### src/rtl/matrix_strip_rx_pkg.sv
// Shared types and constants for the LED-strip matrix receiver.
// Snake unmapping and bitmap reversal helpers live here so the top stays readable.
package matrix_strip_rx_pkg;

  typedef enum logic {
    HUNT = 1'b0,
    PIX  = 1'b1
  } state_t;

  localparam logic [2:0] HDR_OK      = 3'b111;
  localparam int         START_ZEROS = 32;
  localparam int         WORD_W      = 32;

  // Even rows arrive right-to-left on the snake, odd rows left-to-right.
  function automatic logic [5:0] snake_map(input logic [5:0] p);
    return p[3] ? p : {p[5:3], ~p[2:0]};
  endfunction

  // Staging bit 0 is the first display pixel, which is image[63].
  function automatic logic [63:0] bit_rev64(input logic [63:0] v);
    logic [63:0] r;
    r = '0;
    for (int k = 0; k < 64; k++) begin
      r[63-k] = v[k];
    end
    return r;
  endfunction

endpackage

### src/rtl/strip_edge_sync.sv
// Brings the asynchronous strip clock/data into clk_sys and flags one
// bit strobe per rising strip_clk edge.
module strip_edge_sync
  import matrix_strip_rx_pkg::*;
(
  input  logic clk,
  input  logic reset,
  input  logic strip_clk,
  input  logic strip_data,
  output logic bit_stb,
  output logic bit_val
);

  logic r_clk_s1;
  logic r_clk_s2;
  logic r_clk_d;
  logic r_dat_s1;
  logic r_dat_s2;

  always_ff @(posedge clk or negedge reset) begin
    if (!reset) begin
      r_clk_s1 <= 1'b0;
      r_clk_s2 <= 1'b0;
      r_clk_d  <= 1'b0;
      r_dat_s1 <= 1'b0;
      r_dat_s2 <= 1'b0;
    end else begin
      r_clk_s1 <= strip_clk;
      r_clk_s2 <= r_clk_s1;
      r_clk_d  <= r_clk_s2;
      r_dat_s1 <= strip_data;
      r_dat_s2 <= r_dat_s1;
    end
  end

  // Data has the same synchronizer depth as the clock, so it stays aligned with the edge.
  assign bit_stb = r_clk_s2 & ~r_clk_d;
  assign bit_val = r_dat_s2;

endmodule

### src/rtl/matrix_strip_rx.sv
// Decodes an APA102-style serial LED stream into per-pixel fields and a
// 64-bit lit/unlit bitmap of the 8x8 snake-wired matrix.
module matrix_strip_rx
  import matrix_strip_rx_pkg::*;
#(
  parameter int          NUM_PIXELS = 64,
  parameter logic [31:0] FG_WORD    = 32'hF0000F00,
  parameter int          TIMEOUT    = 4095
) (
  input  logic        clk,
  input  logic        reset,
  input  logic        strip_clk,
  input  logic        strip_data,
  output logic        pix_valid,
  output logic [5:0]  pix_index,
  output logic [4:0]  pix_bright,
  output logic [7:0]  pix_b,
  output logic [7:0]  pix_g,
  output logic [7:0]  pix_r,
  output logic        frame_done,
  output logic        frame_err,
  output logic [63:0] image
);

  localparam int                IDLE_W  = $clog2(TIMEOUT + 1);
  localparam logic [IDLE_W-1:0] IDLE_LD = IDLE_W'(TIMEOUT);
  localparam logic [5:0]        ZC_MAX  = 6'(START_ZEROS);
  localparam logic [5:0]        LAST_PX = 6'(NUM_PIXELS - 1);

  logic w_bit_stb;
  logic w_bit_val;

  strip_edge_sync u_sync (
    .clk        (clk),
    .reset      (reset),
    .strip_clk  (strip_clk),
    .strip_data (strip_data),
    .bit_stb    (w_bit_stb),
    .bit_val    (w_bit_val)
  );

  state_t              r_state,   w_state_nxt;
  logic [5:0]          r_zcnt,    w_zcnt_nxt;
  logic [4:0]          r_bcnt,    w_bcnt_nxt;
  logic [WORD_W-2:0]   r_shreg,   w_shreg_nxt;
  logic [5:0]          r_pcnt,    w_pcnt_nxt;
  logic [IDLE_W-1:0]   r_idle,    w_idle_nxt;
  logic [63:0]         r_stage,   w_stage_nxt;
  logic                r_pv,      w_pv_nxt;
  logic [5:0]          r_idx,     w_idx_nxt;
  logic [4:0]          r_bright,  w_bright_nxt;
  logic [7:0]          r_b,       w_b_nxt;
  logic [7:0]          r_g,       w_g_nxt;
  logic [7:0]          r_r,       w_r_nxt;
  logic                r_fd,      w_fd_nxt;
  logic                r_fe,      w_fe_nxt;
  logic [63:0]         r_image,   w_image_nxt;
  logic [WORD_W-1:0]   w_word;

  // The last bit completes the word combinationally so it can be judged in its sample cycle.
  assign w_word = {r_shreg, w_bit_val};

  always_ff @(posedge clk or negedge reset) begin
    if (!reset) begin
      r_state  <= HUNT;
      r_zcnt   <= '0;
      r_bcnt   <= '0;
      r_shreg  <= '0;
      r_pcnt   <= '0;
      r_idle   <= '0;
      r_stage  <= '0;
      r_pv     <= 1'b0;
      r_idx    <= '0;
      r_bright <= '0;
      r_b      <= '0;
      r_g      <= '0;
      r_r      <= '0;
      r_fd     <= 1'b0;
      r_fe     <= 1'b0;
      r_image  <= '0;
    end else begin
      r_state  <= w_state_nxt;
      r_zcnt   <= w_zcnt_nxt;
      r_bcnt   <= w_bcnt_nxt;
      r_shreg  <= w_shreg_nxt;
      r_pcnt   <= w_pcnt_nxt;
      r_idle   <= w_idle_nxt;
      r_stage  <= w_stage_nxt;
      r_pv     <= w_pv_nxt;
      r_idx    <= w_idx_nxt;
      r_bright <= w_bright_nxt;
      r_b      <= w_b_nxt;
      r_g      <= w_g_nxt;
      r_r      <= w_r_nxt;
      r_fd     <= w_fd_nxt;
      r_fe     <= w_fe_nxt;
      r_image  <= w_image_nxt;
    end
  end

  always_comb begin
    w_state_nxt  = r_state;
    w_zcnt_nxt   = r_zcnt;
    w_bcnt_nxt   = r_bcnt;
    w_shreg_nxt  = r_shreg;
    w_pcnt_nxt   = r_pcnt;
    w_idle_nxt   = r_idle;
    w_stage_nxt  = r_stage;
    w_pv_nxt     = 1'b0;
    w_idx_nxt    = r_idx;
    w_bright_nxt = r_bright;
    w_b_nxt      = r_b;
    w_g_nxt      = r_g;
    w_r_nxt      = r_r;
    w_fd_nxt     = 1'b0;
    w_fe_nxt     = 1'b0;
    w_image_nxt  = r_image;

    unique case (r_state)
      HUNT: begin
        if (w_bit_stb) begin
          if (!w_bit_val) begin
            if (r_zcnt != ZC_MAX) w_zcnt_nxt = r_zcnt + 6'd1;
          end else if (r_zcnt == ZC_MAX) begin
            w_state_nxt = PIX;
            w_zcnt_nxt  = '0;
            w_shreg_nxt = {{(WORD_W-2){1'b0}}, 1'b1};
            w_bcnt_nxt  = 5'd1;
            w_pcnt_nxt  = '0;
            w_idle_nxt  = IDLE_LD;
            w_stage_nxt = '0;
          end else begin
            w_zcnt_nxt = '0;
          end
        end
      end

      PIX: begin
        if (w_bit_stb) begin
          w_shreg_nxt = w_word[WORD_W-2:0];
          w_bcnt_nxt  = r_bcnt + 5'd1;
          w_idle_nxt  = IDLE_LD;
          if (r_bcnt == 5'd31) begin
            if (w_word[31:29] == HDR_OK) begin
              w_pv_nxt     = 1'b1;
              w_idx_nxt    = r_pcnt;
              w_bright_nxt = w_word[28:24];
              w_b_nxt      = w_word[23:16];
              w_g_nxt      = w_word[15:8];
              w_r_nxt      = w_word[7:0];
              w_stage_nxt[snake_map(r_pcnt)] = (w_word == FG_WORD);
              w_pcnt_nxt   = r_pcnt + 6'd1;
              if (r_pcnt == LAST_PX) begin
                w_image_nxt = bit_rev64(w_stage_nxt);
                w_fd_nxt    = 1'b1;
                w_state_nxt = HUNT;
                w_zcnt_nxt  = '0;
              end
            end else begin
              w_fe_nxt    = 1'b1;
              w_state_nxt = HUNT;
              w_zcnt_nxt  = '0;
            end
          end
        end else if (r_idle == IDLE_W'(1)) begin
          w_fe_nxt    = 1'b1;
          w_state_nxt = HUNT;
          w_zcnt_nxt  = '0;
        end else begin
          w_idle_nxt = r_idle - IDLE_W'(1);
        end
      end

      default: w_state_nxt = HUNT;
    endcase
  end

  assign pix_valid  = r_pv;
  assign pix_index  = r_idx;
  assign pix_bright = r_bright;
  assign pix_b      = r_b;
  assign pix_g      = r_g;
  assign pix_r      = r_r;
  assign frame_done = r_fd;
  assign frame_err  = r_fe;
  assign image      = r_image;

endmodule

### config.mk
export PLATFORM = sky130hd
export DESIGN_NAME = matrix_strip_rx
export DESIGN_NICKNAME = d
export VERILOG_FILES = /design/src/rtl/matrix_strip_rx_pkg.sv /design/src/rtl/strip_edge_sync.sv /design/src/rtl/matrix_strip_rx.sv
export SDC_FILE = /design/constraint.sdc
export NUM_CORES = 1
export LEC_CHECK = 0
export CAP_MARGIN = 5
export CORE_ASPECT_RATIO = 1.2
export CORE_MARGIN = 2
export CORE_UTILIZATION = 50
export CTS_CLUSTER_DIAMETER = 120
export DETAILED_ROUTE_END_ITERATION = 6
export GPL_ROUTABILITY_DRIVEN = 0
export MAX_ROUTING_LAYER = met4
export PLACE_DENSITY_LB_ADDON = 0.1
export SYNTH_ARGS = -nofsm -noshare
export SYNTH_HDL_FRONTEND = slang
export SYNTH_HIERARCHICAL = 1
export SYNTH_SLANG_ARGS = --single-unit
### constraint.sdc
create_clock -name clk -period 2.1 [get_ports clk]
set_input_delay 0.42 -clock clk [delete_from_list [all_inputs] [get_ports clk]]
set_output_delay 0.42 -clock clk [all_outputs]
set_load 0.02 [all_outputs]
== After elaboration in Yosys (flattened, before gate mapping) ==
Cells that the tools add are included.
Word-level totals
  logic and storage cells: 122
  register bits: 232
  output and inout port bits: 102
  input port bits: 4
Operators by class
  eq/ne operators: 18
  add/sub/neg operators: 4
  muxes and demuxes: 66
  magnitude comparators: 2
  bitwise gates (word level): 4
  reduce and logical (&&, ||, !) cells: 7
Operators with widths (number)
  64-bit two-way mux: 6
  64-bit one-hot mux with 2 select lines: 1
  31-bit two-way mux: 4
  6-bit two-way mux: 14
  64-bit bitwise mux: 1
  31-bit one-hot mux with 2 select lines: 1
  12-bit two-way mux: 5
  32-bit == test, second input constant: 1
  12-bit one-hot mux with 2 select lines: 1
  6-bit one-hot mux with 2 select lines: 2
  1-bit two-way mux: 23
  5-bit two-way mux: 4
  6-bit by 1-bit adder with 6-bit output, second input constant: 2
  12-bit by 1-bit == test with 1-bit output, second input constant: 1
  6-bit == test, second input constant: 2
  4-bit AND reduction: 3
  12-bit by 1-bit subtractor with 12-bit output, second input constant: 1
  2-bit by 1-bit != test with 1-bit output, second input constant: 5
  5-bit one-hot mux with 2 select lines: 1
  5-bit AND reduction: 2
  6-bit by 7-bit less-than comparator with 1-bit output, second input constant: 1
  1-bit demux with 6-bit select: 1
  6-bit by 1-bit greater-or-equal comparator with 1-bit output, second input constant: 1
  3-bit by 2-bit != test with 1-bit output, second input constant: 2
  other kinds (15): 16

== Depth between registers and ports, before layout ==
Gate-level depths: netlist (run 1).
  word-level depth: 11
  gate-level depth with buffers: 12
  mapped depth without buffers: 9

== Cells and area by module ==
Netlist (run 1), hierarchy kept.
By module, submodules not included
  matrix_strip_rx: seq. area each 5680.4 µm², area each 10088.4 µm², instances 1, cells an instance 1082
  strip_edge_sync: seq. area each 125.1 µm², area each 138.9 µm², instances 1, cells an instance 6

== Least setup slack after synthesis (run 1) ==
No wires, ideal clock.
  path kind: register to register
  start point: register r_bcnt[0]
  end point: register r_stage[3]
  period minus slack after synthesis: 1.905 ns
  arrival time: 1.779 ns
  cell stages (with the launch flop): 11
  library setup time: 0.125 ns
  setup slack: 0.195 ns
  data required time: 1.975 ns
  cell sequence: dfrtp_1 ha_1 and3_1 ha_1 nand4_1 o22ai_4 nand2_1 buf_2 buf_6 o21ai_0 o21ai_1
On the way
  word-level cells in the longest chain between the ends: 3
Ends and longest elaborated chain
  from (decl): line matrix_strip_rx.sv:44  | logic [4:0] r_bcnt, w_bcnt_nxt;
  from (signal assigned): line matrix_strip_rx.sv:84  | r_bcnt <= w_bcnt_nxt;
  5-bit == test: line matrix_strip_rx.sv:143  | if (r_bcnt == 5'd31) begin
  2-bit by 1-bit != test with 1-bit output (no source line)
  6-bit AND reduction (no source line)
  to (signal assigned): line matrix_strip_rx.sv:88  | r_stage <= w_stage_nxt;
  to (decl): line matrix_strip_rx.sv:48  | logic [63:0] r_stage, w_stage_nxt;
Every way passes these cells.
A chain may end at the register's enable or synchronous reset.

== Worst setup path in the final report (run 1) ==
  start point: register r_bcnt[0]
  end point: register r_stage[5]
Same word-level chain as after synthesis.

==> results of run 1 <==
-- repair_timing --
action | 4_1_cts | 5_1_grt
gates cloned | 0 | 2
gates resized for setup | 1 | 12
endpoints found under the hold margin | 40 | 0
pin swaps | 0 | 0
hold buffers | 1 | 0
setup endpoints to repair | 1 | 65
buffers inserted | 0 | 0
-- routing by layer --
metal	global-route usage [%]	up-vias	part of all wire (%)
met3	2.81	36	4.1
li1	-	3983	-
met1	30.6	4033	46
met5	-	-	0
met2	36.7	175	49
met4	4.83	0	1.6
-- final timing paths --
| check | depth (start not counted) | endpoint | startpoint |
|---|---|---|---|
| setup / recovery | 9 | r_stage[5] | r_bcnt[0] |
| min in group asynchronous | 2 | image[40] | reset |
| max in group asynchronous | 3 | image[17] | reset |
| setup reg to reg | 9 | r_stage[5] | r_bcnt[0] |
| hold reg to reg | 0 | u_sync/r_clk_s2 | u_sync/r_clk_s1 |
| hold / removal | 1 | u_sync/r_dat_s1 | strip_data |
-- logic make-up after synthesis --
family	Yosys count	synth area share [%]
AOI/OAI and AO/OA	277	15.4
adders and majority gates	8	0.979
xor gates and xnor gates	14	1.20
buffers and inverters	85	4.47
muxes	17	1.66
and+or+nand+nor	455	19.5
DFF	232	56.8
-- area by class of cell --
class | count | area share [%]
Multi-Input combinational cell | 771 | 31.8
Clock inverter | 12 | 0.873
Timing Repair Buffer | 168 | 13.6
Sequential cell | 232 | 46.0
Clock buffer | 28 | 4.79
Inverter | 8 | 0.238
Tap cell | 265 | 2.63
-- through the flow --
| step | total power [mW] | cells | hold slack (ns) | instance area (um^2) |
|---|---|---|---|---|
| finish | 8.75 | 1484 | 0.345 | 12600 |
| global route | 9.05 | 1484 | 0.341 | 12600 |
| CTS | 8.85 | 1482 | 0.330 | 12600 |
| detailed placement | 4.90 | 1441 | 0.333 | 11800 |
| global placement | 4.90 | 1441 | 0.334 | 11800 |
| floorplan | 4.75 | 1088 | 0.124 | 10200 |
-- power by group through the flow --
stage	Clock [mW]	Combinational, mW	Sequential (mW)
finish	3.94	0.278	4.53
detailed placement	0	0.281	4.62
CTS	4.04	0.284	4.53
global placement	0	0.280	4.62
global route	4.20	0.317	4.53
floorplan	0	0.136	4.61
-- state kept, by name, indices dropped and copies added (netlist names), 5 cells and up --
name,cells
pix_bright,5
pix_index,6
r_stage,64
r_idle,12
pix_g,8
r_shreg,31
r_bcnt,5
image,64
pix_r,8
r_zcnt,6
pix_b,8
r_pcnt,6
-- cells in the final DEF, fill, tap and decap left out, drive strengths merged, types with 2 or more instances in the layout --
master and instances:
nand2 289, dfrtp 232, o21ai 144, clkdlybuf4s50 104
a21oi 86, nand3 62, buf 62, nor2 43
a22o 33, clkbuf 29, mux2i 17, nor3 15
xor2 11, inv 9, nand4 8, ha 8
nor4 7, clkinv 6, and4 5, nor2b 5
nor4b 4, nand2b 4, clkinvlp 4, and3 4
a211oi 3, xnor2 3, and2 3, a2bb2oi 2
or4 2, o22ai 2
-- cell usage after synthesis (all sizes together), types with 11 or more instances --
library cell  instances
clkbuf               33
dfrtp               232
mux2i                17
o21ai               144
xor2                 11
a21oi                86
nor3                 15
nand3                62
nor2                 43
nand2               289
buf                  44
a22o                 33
==> metrics.md, run 1 <==
| Metric | Value |
|---|---|
| Longest Clk Path Bufs | `3` |
| Initial antenna violation count | `0` |
| HPWL Detailed | `roughly 15 mm` |
| GR Overflow Total | `0` |
| Post-synth EDFFs | `0` |
| Initial Util | `50.7%` |
| Slowest-stage cell, CP | `dfrtp_1` |
| Worst slack, placed | `0.0511 ns` |
| Die X | `~130 um` |
| Hold WC Path Type | `primary input to flop` |
| Num CTS Buffers | `23` |
| Async S/R FF share, synth | `100%` |
| Status | `finished, final reports clean` |
| Worst path cell trace | `ha_1, and3_4, ha_4, nand4_1, o22ai_4, nand2_4, buf_12, o21ai_1, o21ai_1` |
| Maximum number of pins on one net before global-route repair | `71` |
| Worst-path fanout max | `33` |
| Clock power frac | `45.0%` |
| Multi-input logic area | `between 4000 and 5000 um^2` |
| Ranking of synthesized cells by area | `dfrtp_1 (57%), nand2_1 (11%), a21oi_1 (4.2%)` |
| Minimum clock period | `just under 2 ns` |
| Total Nets Final | `between 1,000 and 1,500` |
| Total track usage | `22.5%` |
| Die height | `161 um` |
| Total number of yosys warnings | `6` |
| Cell Area, Synth | `between 10,000 and 15,000 um^2` |
| Final Hold Viols | `0` |
| Layout cell share with drive strength beyond 1 | `9.93%` |
| Max cap viols | `0` |
| P_sw | `1.96 mW` |
| DRT antenna net count | `0` |
| Crit-path max cell delay | `0.39 ns` |
| Max-slew violation count | `0` |
| Seq cells post-synth | `~230` |
| R2R Setup Slk | `around 0.13 ns` |
| Vias in the first global route | `between 7,000 and 8,000` |
| DRT Pass-1 Iters | `5` |
| Max Clock Skew | `0.0132 ns` |
| Synthesized area per cell | `9.40 um^2` |
| Inserted Diodes | `0` |
| DRC | `0` |
| Seq pwr share | `51.8%` |
| Final setup TNS | `0 ns` |
| Drt total wl | `23.8 mm` |
| Vias | `8,227` |
| H-tree levels | `1` |
| Comb pwr share | `between 3 and 4%` |
| First-pass GRT wire length | `approximately 39 mm` |
| Period Utilization, post-route | `94.0%` |
| Clk sink count | `around 230` |
| Fmax | `0.507 GHz` |
| Ports | `between 100 and 150` |
| CP Capture Type | `flop` |
| Distinct cells, synth | `between 50 and 60` |
| Pint | `~6.8 mW` |
| TritonCTS clock tree | `built` |
| Max VDD drop | `555 uV` |
| PnR worst setup slack | `0.126 ns` |
| Buf/Inv on CP | `1` |
| Final Setup Violations | `0` |
| Filler cells | `1,739` |
| Number of DRC markers in iteration 0 | `521` |
| Worst Max-Slew Pin Slew | `0.562 ns` |
| # port buffers | `105` |
| Critical path arrival | `2.36 ns` |
| WL/cell | `between 15 and 20 um` |
| Main synth FF type | `dfrtp_1` |
| Worst slew margin relative to its limit | `a little over three fifths` |
| Synth Instances | `around 1,100` |
| Critical path's most frequent cell | `o21ai_1` |
| Worst Setup Path Type | `flop to flop` |
| Post-Syn Nets | `1,100` |
| Total power per unit cell area | `694 nW/um^2` |
| Crit path required time | `2.48 ns` |
| Core area | `between 20,000 and 25,000 um^2` |
| Reg area | `a little under 6000 um^2` |
| Worst setup SP type | `flop` |
| Post-layout util | `62.5%` |
| Latest clock arrival within the worst-skew pair | `0.51 ns` |
| Clock-pin slew on the worst setup and hold paths | `0.07 ns` |
| Leakage power | `between 6 and 7 nW` |
| Yosys top cell by area | `dfrtp_1` |
| Post-synthesis sequential area ratio | `56.8%` |
| FP Rows | `57` |
| Vias per inst | `5.54` |
| Area share of the largest cell type after synthesis | `a little under three fifths` |
| Crit path max-delay family | `compound AO/OA/AOI/OAI gates` |
| Root cell of the clock tree | `clkbuf_16` |
| Area growth from synthesis to layout | `23.3%` |
| Unrepaired setup endpoints after global routing | `false` |
| Switching Share | `roughly 22%` |
| Die ar. | `~22,000 um^2` |
Note: power is estimated with default switching activity, not from simulation.
==> run 2, diff against run 1 <==
Settings changed: ABC_AREA set to 1.
==> run 2 against run 1 <==
Against the previous run:
- final cell count increased by 22%
- worst hold slack worse by 0.0055 ns
- sequential cell count did not move
- core utilization down 0.16 points
- non-clock buffer count fell by 20
- sequential share of layout area down 3.0 points
- power up 1.8%
==> metrics.md, run 2 <==
| Metric | Value |
|---|---|
| Crit path max-delay family | `simple AND/OR/NAND/NOR gates` |
| Worst reg2reg path startpoint | `r_bcnt[0]` |
| Clk sink count | `232` |
| Synth Instances | `1,396` |
| Worst Setup Path Type | `flop to flop` |
| Vias | `9,052` |
| Main synth FF type | `dfrtp_1` |
| Critical path arrival | `2.47 ns` |
| Unrepaired setup endpoints after global routing | `true` |
| # port buffers | `105` |
| Number of DRC markers in iteration 0 | `613` |
| Crit path required time | `~2.6 ns` |
| Period Utilization, post-route | `96.1%` |
| Worst slew margin relative to its limit | `between 60% and 70%` |
| Initial Util | `50.8%` |
| Ports | `106` |
| CP Capture Type | `flop` |
| Worst setup SP type | `flop` |
| Layout cell share with drive strength beyond 1 | `between 10% and 20%` |
| Comb pwr share | `1.8%` |
| GR Overflow Total | `0` |
| DRT Pass-1 Iters | `6` |
| P_sw | `1.89 mW` |
| Area share of the largest cell type after synthesis | `between 50% and 60%` |
| Hold WC Path Type | `primary input to asynchronous set/reset pin` |
| Max VDD drop | `660 uV` |
| Max Clock Skew | `0.0107 ns` |
| WL/cell | `15.0 um` |
| Total Nets Final | `1,526` |
| Die ar. | `23,200 um^2` |
| Initial antenna violation count | `0` |
| Drt total wl | `about 27 mm` |
| Pint | `about 7.0 mW` |
| Switching Share | `21.2%` |
| Worst-path fanout max | `8` |
| Total track usage | `between 20% and 30%` |
| Post-synth EDFFs | `0` |
| Worst Max-Slew Pin Slew | `0.448 ns` |
| Vias per inst | `5.01` |
| First-pass GRT wire length | `43.3 mm` |
| Clock power frac | `47.7%` |
| Total power per unit cell area | `between 600 and 700 nW/um^2` |
| Minimum clock period | `2.02 ns` |
| Beginning of the critical path | `r_bcnt[0]` |
| Async S/R FF share, synth | `between 90% and 100%` |
| Leakage power | `7.21 nW` |
| H-tree levels | `1` |
| Seq pwr share | `50.5%` |
| Max cap viols | `0` |
| Ranking of synthesized cells by area | `dfrtp_1 (53%), nand2_1 (24%), inv_1 (3.6%)` |
| DRT antenna net count | `0` |
| Dpl cell area | `about 12,000 um^2` |
| Vias in the first global route | `8,630` |
| Seq cells post-synth | `232` |
| Design area | `roughly 13,000 um^2` |
| Longest Clk Path Bufs | `3` |
| Post-Syn Nets | `1,408` |
| Commonest cells in the netlist | `nand2_1 (696), dfrtp_1 (232), inv_1 (105), nor2_1 (75), o21ai_0 (55)` |
| Fin Hold WS | `between 0.3 and 0.4 ns` |
| Max-slew violation count | `0` |
| FP Rows | `59` |
| Latest clock arrival within the worst-skew pair | `0.52 ns` |
| Commonest non-fill, non-tap cells in the layout | `nand2_1 (687), dfrtp_1 (232), inv_1 (104), clkdlybuf4s50_1 (104), nor2_1 (74)` |
| Maximum number of pins on one net before global-route repair | `77` |
| Root cell of the clock tree | `clkbuf_16` |
| Status | `finished, final reports clean` |
| Post-synthesis sequential area ratio | `52.8%` |
| Commonest non-fill, non-tap cell in the layout | `nand2_1` |
| Area growth from synthesis to layout | `22.6%` |
| Die X | `~140 um` |
| Fmax | `0.496 GHz` |
| DRC | `0` |
| Clock-pin slew on the worst setup and hold paths | `0.06 ns` |
| Final Setup Violations | `0` |
| Synthesized area per cell | `7.88 um^2` |
| Buf/Inv on CP | `3` |
| Distinct cells, synth | `35` |
| Final setup TNS | `0 ns` |
| Die height | `166 um` |
| Slowest-stage cell, CP | `dfrtp_1` |
| Final Hold Viols | `0` |
| Crit-path max cell delay | `roughly 0.40 ns` |
| Num CTS Buffers | `24` |
| Total number of yosys warnings | `6` |
| Yosys top cell by area | `dfrtp_1` |
| Count leader, synth | `nand2_1` |
| Worst path cell trace | `ha_2, nand2_2, nor2_2, ha_2, inv_2, nor3_4, nand2_4, nor2_4, buf_6, clkbuf_16, nand2_1, nand2_1` |
| Core area | `roughly 22,000 um^2` |
| Inserted Diodes | `0` |
| TritonCTS clock tree | `built` |
| HPWL Detailed | `between 15 and 20 mm` |
| Cell Area, Synth | `11,000 um^2` |
==> run 2: cell types whose count changed after synthesis, sizes merged, moves of 7 or more <==
cell / change
a21oi: -83
a22o: -32
clkbuf: -16
inv: +112
mux2i: -17
nand2: +416
nand3: -32
nor2: +44
nor4: -7
o21ai: -46
o22ai: +27
xor2: -7
==> run 2: cells by family (layout without fill, tap and decap cells) <==
family          after synthesis  count (layout)  share of synthesized area (%)
simple gates                842             842                           31.3
buf+inv                     176             312                           7.52
compound gates              134             134                           7.16
flops                       232             232                           52.8
fa+ha+maj                     8               8                          0.910
xor+xnor                      4               4                          0.319
==> run 2: worst register-to-register path, cell delays in order, from the launching register on <==
cell	delay, ns
dfrtp_1	0.40
ha_2	0.22
nand2_2	0.07
nor2_2	0.10
ha_2	0.19
inv_2	0.05
nor3_4	0.17
nand2_4	0.08
nor2_4	0.18
buf_6	0.18
clkbuf_16	0.19
nand2_1	0.07
nand2_1	0.05
==> run 2: path summary, 6_finish.rpt <==
| path | to | slack [ns] | cells past startpoint |
|---|---|---|---|
| setup / recovery | image[44] | 0.08 | 12 |
| hold / removal | r_idle[4] | 0.34 | 2 |
| setup reg to reg | image[44] | 0.08 | 12 |
| hold reg to reg | u_sync/bit_val | 0.35 | 0 |
| max in group asynchronous | r_stage[21] | 1.11 | 3 |
| min in group clk | u_sync/bit_val | 0.35 | 0 |
==> run 2: layout make-up <==
cell class              count  area (um^2)
multi-input cells         988         4410
fillers                  1964         8150
repair buffers            148         1660
well taps                 274          343
clock inverters             5         28.8
inverters                 120          473
clock buffers              39          768
flip-flops and latches    232         5810
==> run 2: what timing repair did <==
item	4_1_cts	5_1_grt
buffers inserted	3	3
pin swaps	2	6
gates resized for setup	1	24
hold endpoints to repair	21	0
endpoints found under the setup margin	3	168
hold buffers	1	0
cloned	1	7
==> run 2: layer usage <==
layer  vias to the layer above  track usage, %  wire (um)
met1                      4280            30.9      11900
met4                         0            4.30        533
met5                         -               -          0
met3                        37            2.85       1180
li1                       4540               -          -
met2                       195            38.3      13400
==> run 2: metrics by stage <==
step / total power [mW] / std cells / worst slack, ns / util (%)
2_1_floorplan: 4.62 / 1396 / 0.274 / -
3_3_place_gp: 4.74 / 1748 / 0.123 / 57.3
3_5_place_dp: 4.74 / 1748 / 0.0570 / 57.3
4_1_cts: 9.00 / 1797 / 0.0156 / 61.3
5_1_grt: 9.21 / 1806 / -0.0564 / 62.3
6_report: 8.91 / 1806 / 0.0829 / 62.3
==> run 2: power groups by stage <==
stage | clock [mW] | sequential, mW | combinational [mW]
floorplan | 0 | 4.58 | 0.0413
global placement | 0 | 4.58 | 0.166
detailed placement | 0 | 4.58 | 0.167
CTS | 4.33 | 4.49 | 0.169
global route | 4.52 | 4.49 | 0.189
finish | 4.25 | 4.50 | 0.160
